## config.mk

```make
export PLATFORM = sky130hd
export DESIGN_NAME = sync_ram_sp_param_flat
export DESIGN_NICKNAME = d
export VERILOG_FILES = /design/src/rtl/sync_ram_sp_param_if.sv /design/src/rtl/sync_ram_sp_param.sv /design/src/flat_wrapper.sv
export SDC_FILE = /design/constraint.sdc
export NUM_CORES = 1
export LEC_CHECK = 0
export CAP_MARGIN = 25
export CORE_MARGIN = 4
export CORE_UTILIZATION = 64
export CTS_CLUSTER_DIAMETER = 120
export CTS_CLUSTER_SIZE = 8
export DETAILED_ROUTE_END_ITERATION = 10
export PLACE_DENSITY = 0.82
export SLEW_MARGIN = 10
export SYNTH_ARGS = -nofsm -noshare
export SYNTH_HDL_FRONTEND = slang
export SYNTH_SLANG_ARGS = --single-unit
```

## constraint.sdc

```tcl
create_clock -name clk -period 5 [get_ports clk]
set_clock_uncertainty 0.2 [all_clocks]
set_input_delay 1 -clock clk [delete_from_list [all_inputs] [get_ports clk]]
set_output_delay 1 -clock clk [all_outputs]
set_load 0.01 [all_outputs]
```

## src/rtl/sync_ram_sp_param_if.sv

```systemverilog
// -----------------------------------------------------------------------------
// sync_ram_sp_param_if
// Access bus for the single-port synchronous RAM.
//   en     access request (sampled on rising clk)
//   we     1 = write, 0 = read
//   addr   word address
//   wdata  write data
//   clr    request full-memory clear
//   rdata  registered read data
//   rvalid one-cycle pulse: rdata holds a new read result
//   oob    one-cycle pulse: accepted access addressed past the last word
//   busy   clear engine active; accesses are ignored
// master = requester side, slave = RAM side.
// -----------------------------------------------------------------------------
interface sync_ram_sp_param_if #(
  parameter int DATA_WIDTH = 8,
  parameter int ADDR_WIDTH = 4
);
  logic                  en;
  logic                  we;
  logic [ADDR_WIDTH-1:0] addr;
  logic [DATA_WIDTH-1:0] wdata;
  logic                  clr;
  logic [DATA_WIDTH-1:0] rdata;
  logic                  rvalid;
  logic                  oob;
  logic                  busy;

  modport master (
    output en, we, addr, wdata, clr,
    input  rdata, rvalid, oob, busy
  );

  modport slave (
    input  en, we, addr, wdata, clr,
    output rdata, rvalid, oob, busy
  );
endinterface

```

## src/rtl/sync_ram_sp_param.sv

```systemverilog
// -----------------------------------------------------------------------------
// sync_ram_sp_param
// Parametrised single-port synchronous RAM with a registered read port and a
// hardware clear engine that zeroes every word after reset or on request.
// Ports:
//   clk    clock, all state changes on the rising edge
//   rst_n  asynchronous active-low reset
//   bus    sync_ram_sp_param_if.slave: en/we/addr/wdata/clr in,
//          rdata/rvalid/oob/busy out
// Parameters: DATA_WIDTH bits per word, ADDR_WIDTH address bits,
//   DEPTH words (1 <= DEPTH <= 2**ADDR_WIDTH, need not be a power of two).
// -----------------------------------------------------------------------------
module sync_ram_sp_param #(
  parameter int DATA_WIDTH = 8,
  parameter int ADDR_WIDTH = 4,
  parameter int DEPTH      = 16
) (
  input  logic                clk,
  input  logic                rst_n,
  sync_ram_sp_param_if.slave  bus
);

  typedef enum logic {
    CLEAR = 1'b0,
    IDLE  = 1'b1
  } state_t;

  // One extra bit so DEPTH == 2**ADDR_WIDTH is representable in the compare.
  localparam logic [ADDR_WIDTH:0]   DEPTH_X = (ADDR_WIDTH + 1)'(DEPTH);
  localparam logic [ADDR_WIDTH-1:0] LAST    = ADDR_WIDTH'(DEPTH - 1);

  state_t                state;
  logic [ADDR_WIDTH-1:0] ccnt;
  logic [DATA_WIDTH-1:0] rdata_p1;
  logic                  rvalid_p1;
  logic                  oob_p1;

  logic [DATA_WIDTH-1:0] mem [DEPTH];

  logic                  accept;
  logic                  in_range;
  logic                  mem_we;
  logic [ADDR_WIDTH-1:0] mem_addr;
  logic [DATA_WIDTH-1:0] mem_wdata;

  // clr wins over a same-cycle access.
  assign accept   = (state == IDLE) && bus.en && !bus.clr;
  assign in_range = {1'b0, bus.addr} < DEPTH_X;

  // The clear engine and the access port share the single write port.
  always_comb begin
    mem_we    = 1'b0;
    mem_addr  = bus.addr;
    mem_wdata = bus.wdata;
    if (state == CLEAR) begin
      mem_we    = 1'b1;
      mem_addr  = ccnt;
      mem_wdata = '0;
    end else if (accept && bus.we && in_range) begin
      mem_we    = 1'b1;
    end
  end

  // Storage array is never reset; the clear engine zeroes it instead.
  always_ff @(posedge clk) begin
    if (mem_we) begin
      mem[mem_addr] <= mem_wdata;
    end
  end

  // ---- stage p1: control FSM and registered read port ----
  always_ff @(posedge clk or negedge rst_n) begin
    if (!rst_n) begin
      state     <= CLEAR;
      ccnt      <= '0;
      rdata_p1  <= '0;
      rvalid_p1 <= 1'b0;
      oob_p1    <= 1'b0;
    end else begin
      rvalid_p1 <= 1'b0;
      oob_p1    <= 1'b0;
      case (state)
        CLEAR: begin
          // A clr during clearing restarts the sweep from word 0.
          if (bus.clr) begin
            ccnt <= '0;
          end else if (ccnt == LAST) begin
            state <= IDLE;
          end else begin
            ccnt <= ccnt + 1'b1;
          end
        end
        IDLE: begin
          if (bus.clr) begin
            state <= CLEAR;
            ccnt  <= '0;
          end else if (accept) begin
            if (in_range) begin
              if (!bus.we) begin
                rdata_p1  <= mem[bus.addr];
                rvalid_p1 <= 1'b1;
              end
            end else begin
              // Out-of-range reads return zero rather than holding old data.
              oob_p1 <= 1'b1;
              if (!bus.we) begin
                rdata_p1  <= '0;
                rvalid_p1 <= 1'b1;
              end
            end
          end
        end
        default: begin
          state <= CLEAR;
          ccnt  <= '0;
        end
      endcase
    end
  end

  assign bus.rdata  = rdata_p1;
  assign bus.rvalid = rvalid_p1;
  assign bus.oob    = oob_p1;
  assign bus.busy   = (state == CLEAR);

endmodule

```

## src/flat_wrapper.sv

```systemverilog
// flat-port wrapper written by rule: the top's interface ports become plain ports
module sync_ram_sp_param_flat 
#(
  parameter int DATA_WIDTH = 8,
  parameter int ADDR_WIDTH = 4,
  parameter int DEPTH      = 16
)
  (clk, rst_n, bus_en, bus_we, bus_addr, bus_wdata, bus_clr, bus_rdata, bus_rvalid, bus_oob, bus_busy);
  sync_ram_sp_param_if #(.DATA_WIDTH(DATA_WIDTH), .ADDR_WIDTH(ADDR_WIDTH)) bus_i ();
  input  logic clk;
  input  logic rst_n;
  input wire logic [$bits(bus_i.en)-1:0] bus_en;
  input wire logic [$bits(bus_i.we)-1:0] bus_we;
  input wire logic [$bits(bus_i.addr)-1:0] bus_addr;
  input wire logic [$bits(bus_i.wdata)-1:0] bus_wdata;
  input wire logic [$bits(bus_i.clr)-1:0] bus_clr;
  output wire logic [$bits(bus_i.rdata)-1:0] bus_rdata;
  output wire logic [$bits(bus_i.rvalid)-1:0] bus_rvalid;
  output wire logic [$bits(bus_i.oob)-1:0] bus_oob;
  output wire logic [$bits(bus_i.busy)-1:0] bus_busy;
  assign bus_i.en = bus_en;
  assign bus_i.we = bus_we;
  assign bus_i.addr = bus_addr;
  assign bus_i.wdata = bus_wdata;
  assign bus_i.clr = bus_clr;
  assign bus_rdata = bus_i.rdata;
  assign bus_rvalid = bus_i.rvalid;
  assign bus_oob = bus_i.oob;
  assign bus_busy = bus_i.busy;
  sync_ram_sp_param #(.DATA_WIDTH(DATA_WIDTH), .ADDR_WIDTH(ADDR_WIDTH), .DEPTH(DEPTH)) u_core (.clk(clk), .rst_n(rst_n), .bus(bus_i));
endmodule
```

# Yosys cells after proc, flatten, opt, wreduce, memory -nomap -nowiden
# Memories as Yosys holds them, arrays and structs flattened. A register that Yosys moved wholly into a read port is not among the register bits.
# Index checks and enable logic that the tools add are counted.
totals:
  register_bits: 6
  ramBits: 128
  inputBits: 17
  memories: 1
mem_list:
  columns: ["name", "depth", "width", "rd", "rd_ports_with_merged_regs", "wr", "line", "text"]
  rows:
  - ["u_core.mem", 16, 8, 1, 1, 1, "sync_ram_sp_param.sv:38", "logic [DATA_WIDTH-1:0] mem [DEPTH];"]
classes:
  muxes: 18
  n_eq_ne: 3
  addsub: 1
  n_bitwise: 3
  n_reduce_logical: 7
ops:
  columns: ["op", "n"]
  rows:
  - ["2-to-1 mux 4 bit", 4]
  - ["2-to-1 mux 1 bit", 11]
  - ["2-to-1 mux 8 bit", 1]
  - ["one-hot mux 4 bit (2 select lines)", 1]
  - ["adder 4 x 1 -> 4 bit (second input constant)", 1]
  - ["== test 4 bit (second input constant)", 1]
  - ["AND reduction 4 bit", 1]
  - ["logical AND 1 bit", 3]
  - ["inequality test 3 bit (second input constant)", 1]
  - ["inverter 1 bit", 3]
  - ["logical NOT 1 bit", 2]
  - ["inequality test 2 bit (second input constant)", 1]
  - ["one-hot mux 1 bit (2 select lines)", 1]
  - ["AND reduction 2 bit", 1]

# Depth between registers and ports, before layout
logic_depth:
  word_depth: 7
  depth_mapped: 7

# Worst setup path before layout
# OpenSTA, ideal clock, no wires.
synth_timing:
  path_type: "input to register"
  startpoint: "in bus_addr[0]"
  endpoint: "mem u_core.mem[1][0], enable pin"
  path_buffers: 3
  arrival_ns: 2.284
  path_slack_ns: 2.146
  path_stages: 6
  cell_sequence: "buf_6 > buf_12 > buf_2 > inv_2 > o32a_1 > nor2_1"
synth_via:
  elab_chain_cells: 1
synth_rtl:
  columns: ["item", "line", "text"]
  rows:
  - ["start: declaration", "flat_wrapper.sv:14", "input wire logic [$bits(bus_i.addr)-1:0] bus_addr;"]
  - ["2-to-1 mux 4 bit", "sync_ram_sp_param.sv:55", "if (state == CLEAR) begin"]
  - ["end: declaration", "sync_ram_sp_param.sv:38", null]
# Every way passes these cells.

# Worst setup path in the final report
layout_timing:
  startpoint: "reg u_core.state"
  endpoint: "out bus_busy"
layout_via:
  elab_chain_cells: 1
layout_rtl:
  columns: ["item", "line", "text"]
  rows:
  - ["start: declaration", "sync_ram_sp_param.sv:32", "state_t state;"]
  - ["start signal: assignment", "sync_ram_sp_param.sv:74", "state <= CLEAR;"]
  - ["start signal: assignment", "sync_ram_sp_param.sv:88", "state <= IDLE;"]
  - ["start signal: assignment", "sync_ram_sp_param.sv:95", "state <= CLEAR;"]
  - ["inverter 1 bit", null, null]
  - ["end: declaration", "flat_wrapper.sv:20", "output wire logic [$bits(bus_i.busy)-1:0] bus_busy;"]
# Every way passes these cells.

==> results by group <==
Run status
  – Status: complete, no violations

Die
  – Die ar.: 0.0105 mm2
  – Site row count: 34
  – Die W: 102 um
  – I/O Pins: 28
  – Die height: ~100 um
  – Initial Utilization: 65.7%
  – Core Region: 0.00868 mm2

Setup path
  – Critical path startpoint: u_core.state
  – Worst path max stage delay: roughly 0.86 ns
  – Crit path max fanout: 23
  – RR Startpoint: u_core.state
  – Critical path required time: roughly 3.8 ns
  – CP Buf/Inv Count: 2
  – Cell Chain, Critical Path: inv_1 > clkdlybuf4s50_1
  – Nature of the critical path endpoint: output pin
  – CP top delay family: flip-flops
  – Crit start category: register
  – CP Data Arrival Time: 2.23 ns
  – Slowest library cell on the worst path: dfrtp_1
  – Kind of critical path: reg -> out

Drt
  – Final wirelength: 11.5 mm
  – Detail Route Antenna Nets: 0
  – Vias per cell: 6.58
  – Number of remaining DRC errors: 0
  – TritonRoute pass-1 iters: 5
  – Via count: 3,001
  – DR WL/cell: ~25 um
  – Initial DRC Count: between 400 and 500

Timing
  – Crit share post-route: roughly 69%
  – F_max: 291 MHz
  – Final Hold Viols: 0
  – Final Max Tran Viols: 0
  – Worst-margin pin slew: 0.992 ns
  – RSZ-0062 raised after global routing: false
  – Hold slack: 0.327 ns
  – Final min period: 3.43 ns
  – Final TNS setup: 0 ns
  – Relative slew slack: 33.7%
  – # setup viols final: 0

Job
  – Max-Cap Viols: 0

Final layout
  – Antenna Cells: 0
  – Area of the multi-input gates: between 0.001 and 0.0015 mm2
  – Final #Nets: 353
  – Commonest non-fill, non-tap cell in the layout: edfxtp_1
  – Design area: 0.00658 mm2
  – Commonest cells after routing, fill and taps aside: 128 x edfxtp_1, 25 x clkdlybuf4s50_1, 24 x nor2_1, 22 x nand2_1, 19 x mux4_2
  – Filler instances: 472
  – Area delta synth->final: 15.5%
  – Share of cells above drive strength 1: 16.4%
  – Register Area: 0.00419 mm2
  – Util after Layout: 75.9%

Logic synthesis
  – Mapped Cells: 303
  – Post-Syn Nets: 321
  – Netlist cell types: 39
  – Synth Cell Area: 0.00570 mm2
  – Synth warnings: 0
  – Ys async rst share: approximately a tenth
  – EDFF count, synth: roughly 130
  – FF+latch count, synth: 142
  – Avg Synthesized Cell Area: 18.8 um2
  – Sequential area share after synthesis: 73.6%
  – Top_reg_cell synth: edfxtp_1

Place
  – PortBufs: 26
  – Post-DP HPWL: 7.09 mm
  – Final GP Congestion: between 0.8 and 0.9
  – Placed inst area: 0.00600 mm2

Clock network
  – CTS tree: done
  – Hold buffer count at cts: 0
  – Clock Sinks: 142
  – Clock Path Buffers: 2
  – Clock transition at path regs: 0.06 ns
  – Num CTS Buffers: 17
  – Setup bufs post-CTS: 0
  – Root buf cell: clkbuf_8
  – CTS resizes: 0
  – H-tree levels: 4
  – Latest clock arrival within the worst-skew pair: 0.52 ns

Pwr
  – Peak VDD IR: 0.277 mV
  – Leakage: around 2.4 nW
  – Power Density: 399 mW/mm2

GRT
  – Antenna violations before repair: 0
  – Global route overflow: 0
  – First-pass GRT wire length: 17.6 mm
  – GRT Util Overall: between 20% and 30%
  – Vias in the first global route: 3,081
  – Pin count of the biggest net entering global routing: 39

Hold path
  – HP Start: u_core.bus.rdata[6]
  – Hold Path Class: reg -> reg
## synth_stat cells, drive strengths merged (2+ instances only)
| library cell | instances | area [um2] |
|---|---|---|
| inv | 5 | 18.8 |
| o311ai | 3 | 26.3 |
| a221o | 4 | 40.0 |
| nand4 | 5 | 31.3 |
| mux2i | 8 | 80.1 |
| dfrtp | 14 | 350 |
| and3 | 3 | 18.8 |
| nand2 | 22 | 82.6 |
| mux4 | 30 | 717 |
| a31oi | 2 | 12.5 |
| a22oi | 3 | 22.5 |
| a22o | 4 | 35.0 |
| mux2 | 2 | 22.5 |
| nand3 | 2 | 10.0 |
| clkbuf | 4 | 15.0 |
| buf | 12 | 88.8 |
| and2 | 8 | 50.1 |
| o22ai | 2 | 12.5 |
| edfxtp | 128 | 3840 |
| a21oi | 2 | 10.0 |
| nor3 | 4 | 20.0 |
| nor2 | 24 | 90.1 |
## cell type report
cell class | instances | share of cell area (%)
sequential | 142 | 63.7
clock buffer | 17 | 6.29
timing repair buffer | 29 | 4.41
clock inverter | 15 | 2.28
inverter | 5 | 0.285
multi-input combinational | 140 | 21.0
tap | 108 | 2.05
## report_power, final
group	internal (mW)	total, mW	switching (mW)
registers	1.31	1.32	0.0131
clock network	0.675	1.18	0.505
logic	0.0575	0.122	0.0649
total	2.04	2.62	0.583
## cell families after synthesis
logic type | count (synthesis) | synth area share, %
other | 1 | 0.0658
adders and majority gates | 1 | 0.220
DFF | 142 | 73.6
muxes | 40 | 14.4
buffers and inverters | 21 | 2.15
xor gates and xnor gates | 2 | 0.307
AOI/OAI and AO/OA | 23 | 3.25
and+or+nand+nor | 73 | 6.02
## worst register-to-register path, stage by stage (launching register included)
cell and delay (ns):
dfrtp_1 0.86, nand4bb_1 0.68, nor3_1 0.73, a22o_1 0.26, a221o_1 0.11
## registers in the layout, summed over array words and instances, names as in the netlist
signal             flops
u_core.ccnt            4
u_core.state           1
u_core.bus.rdata       8
u_core.bus.rvalid      1
u_core.mem           128
## worst paths after layout
check / end / slack (ns) / cells past startpoint
min: u_core.bus.rdata[6] / 0.33 / 2
min reg2reg: u_core.bus.rdata[6] / 0.33 / 2
max reg2reg: u_core.bus.rdata[5] / 2.10 / 4
max in group asynchronous: u_core.bus.rdata[2] / 3.40 / 1
min in group asynchronous: u_core.ccnt[1] / 0.73 / 1
max: bus_busy / 1.57 / 2
## routing by layer
layer / share of wire [%] / routed length [um] / GRT usage [%] / vias up
li1: - / - / - / 1290
met1: 37 / 4210 / 31.0 / 1491
met2: 52 / 6000 / 40.4 / 194
met3: 9.3 / 1070 / 7.78 / 26
met4: 1.9 / 213 / 8.17 / 0
met5: 0 / 0 / 0 / -
## metrics by stage
| stage | cells | total power [mW] | setup WS (ns) |
|---|---|---|---|
| after detailed placement | 423 | 1.46 | 1.36 |
| final | 456 | 2.62 | 1.57 |
| after CTS | 455 | 2.64 | 1.57 |
| after floorplan | 303 | 1.42 | 2.15 |
| after global placement | 423 | 1.46 | 1.44 |
| after global routing | 456 | 2.71 | 1.47 |
No activity file was read; power rests on OpenSTA's default activity.
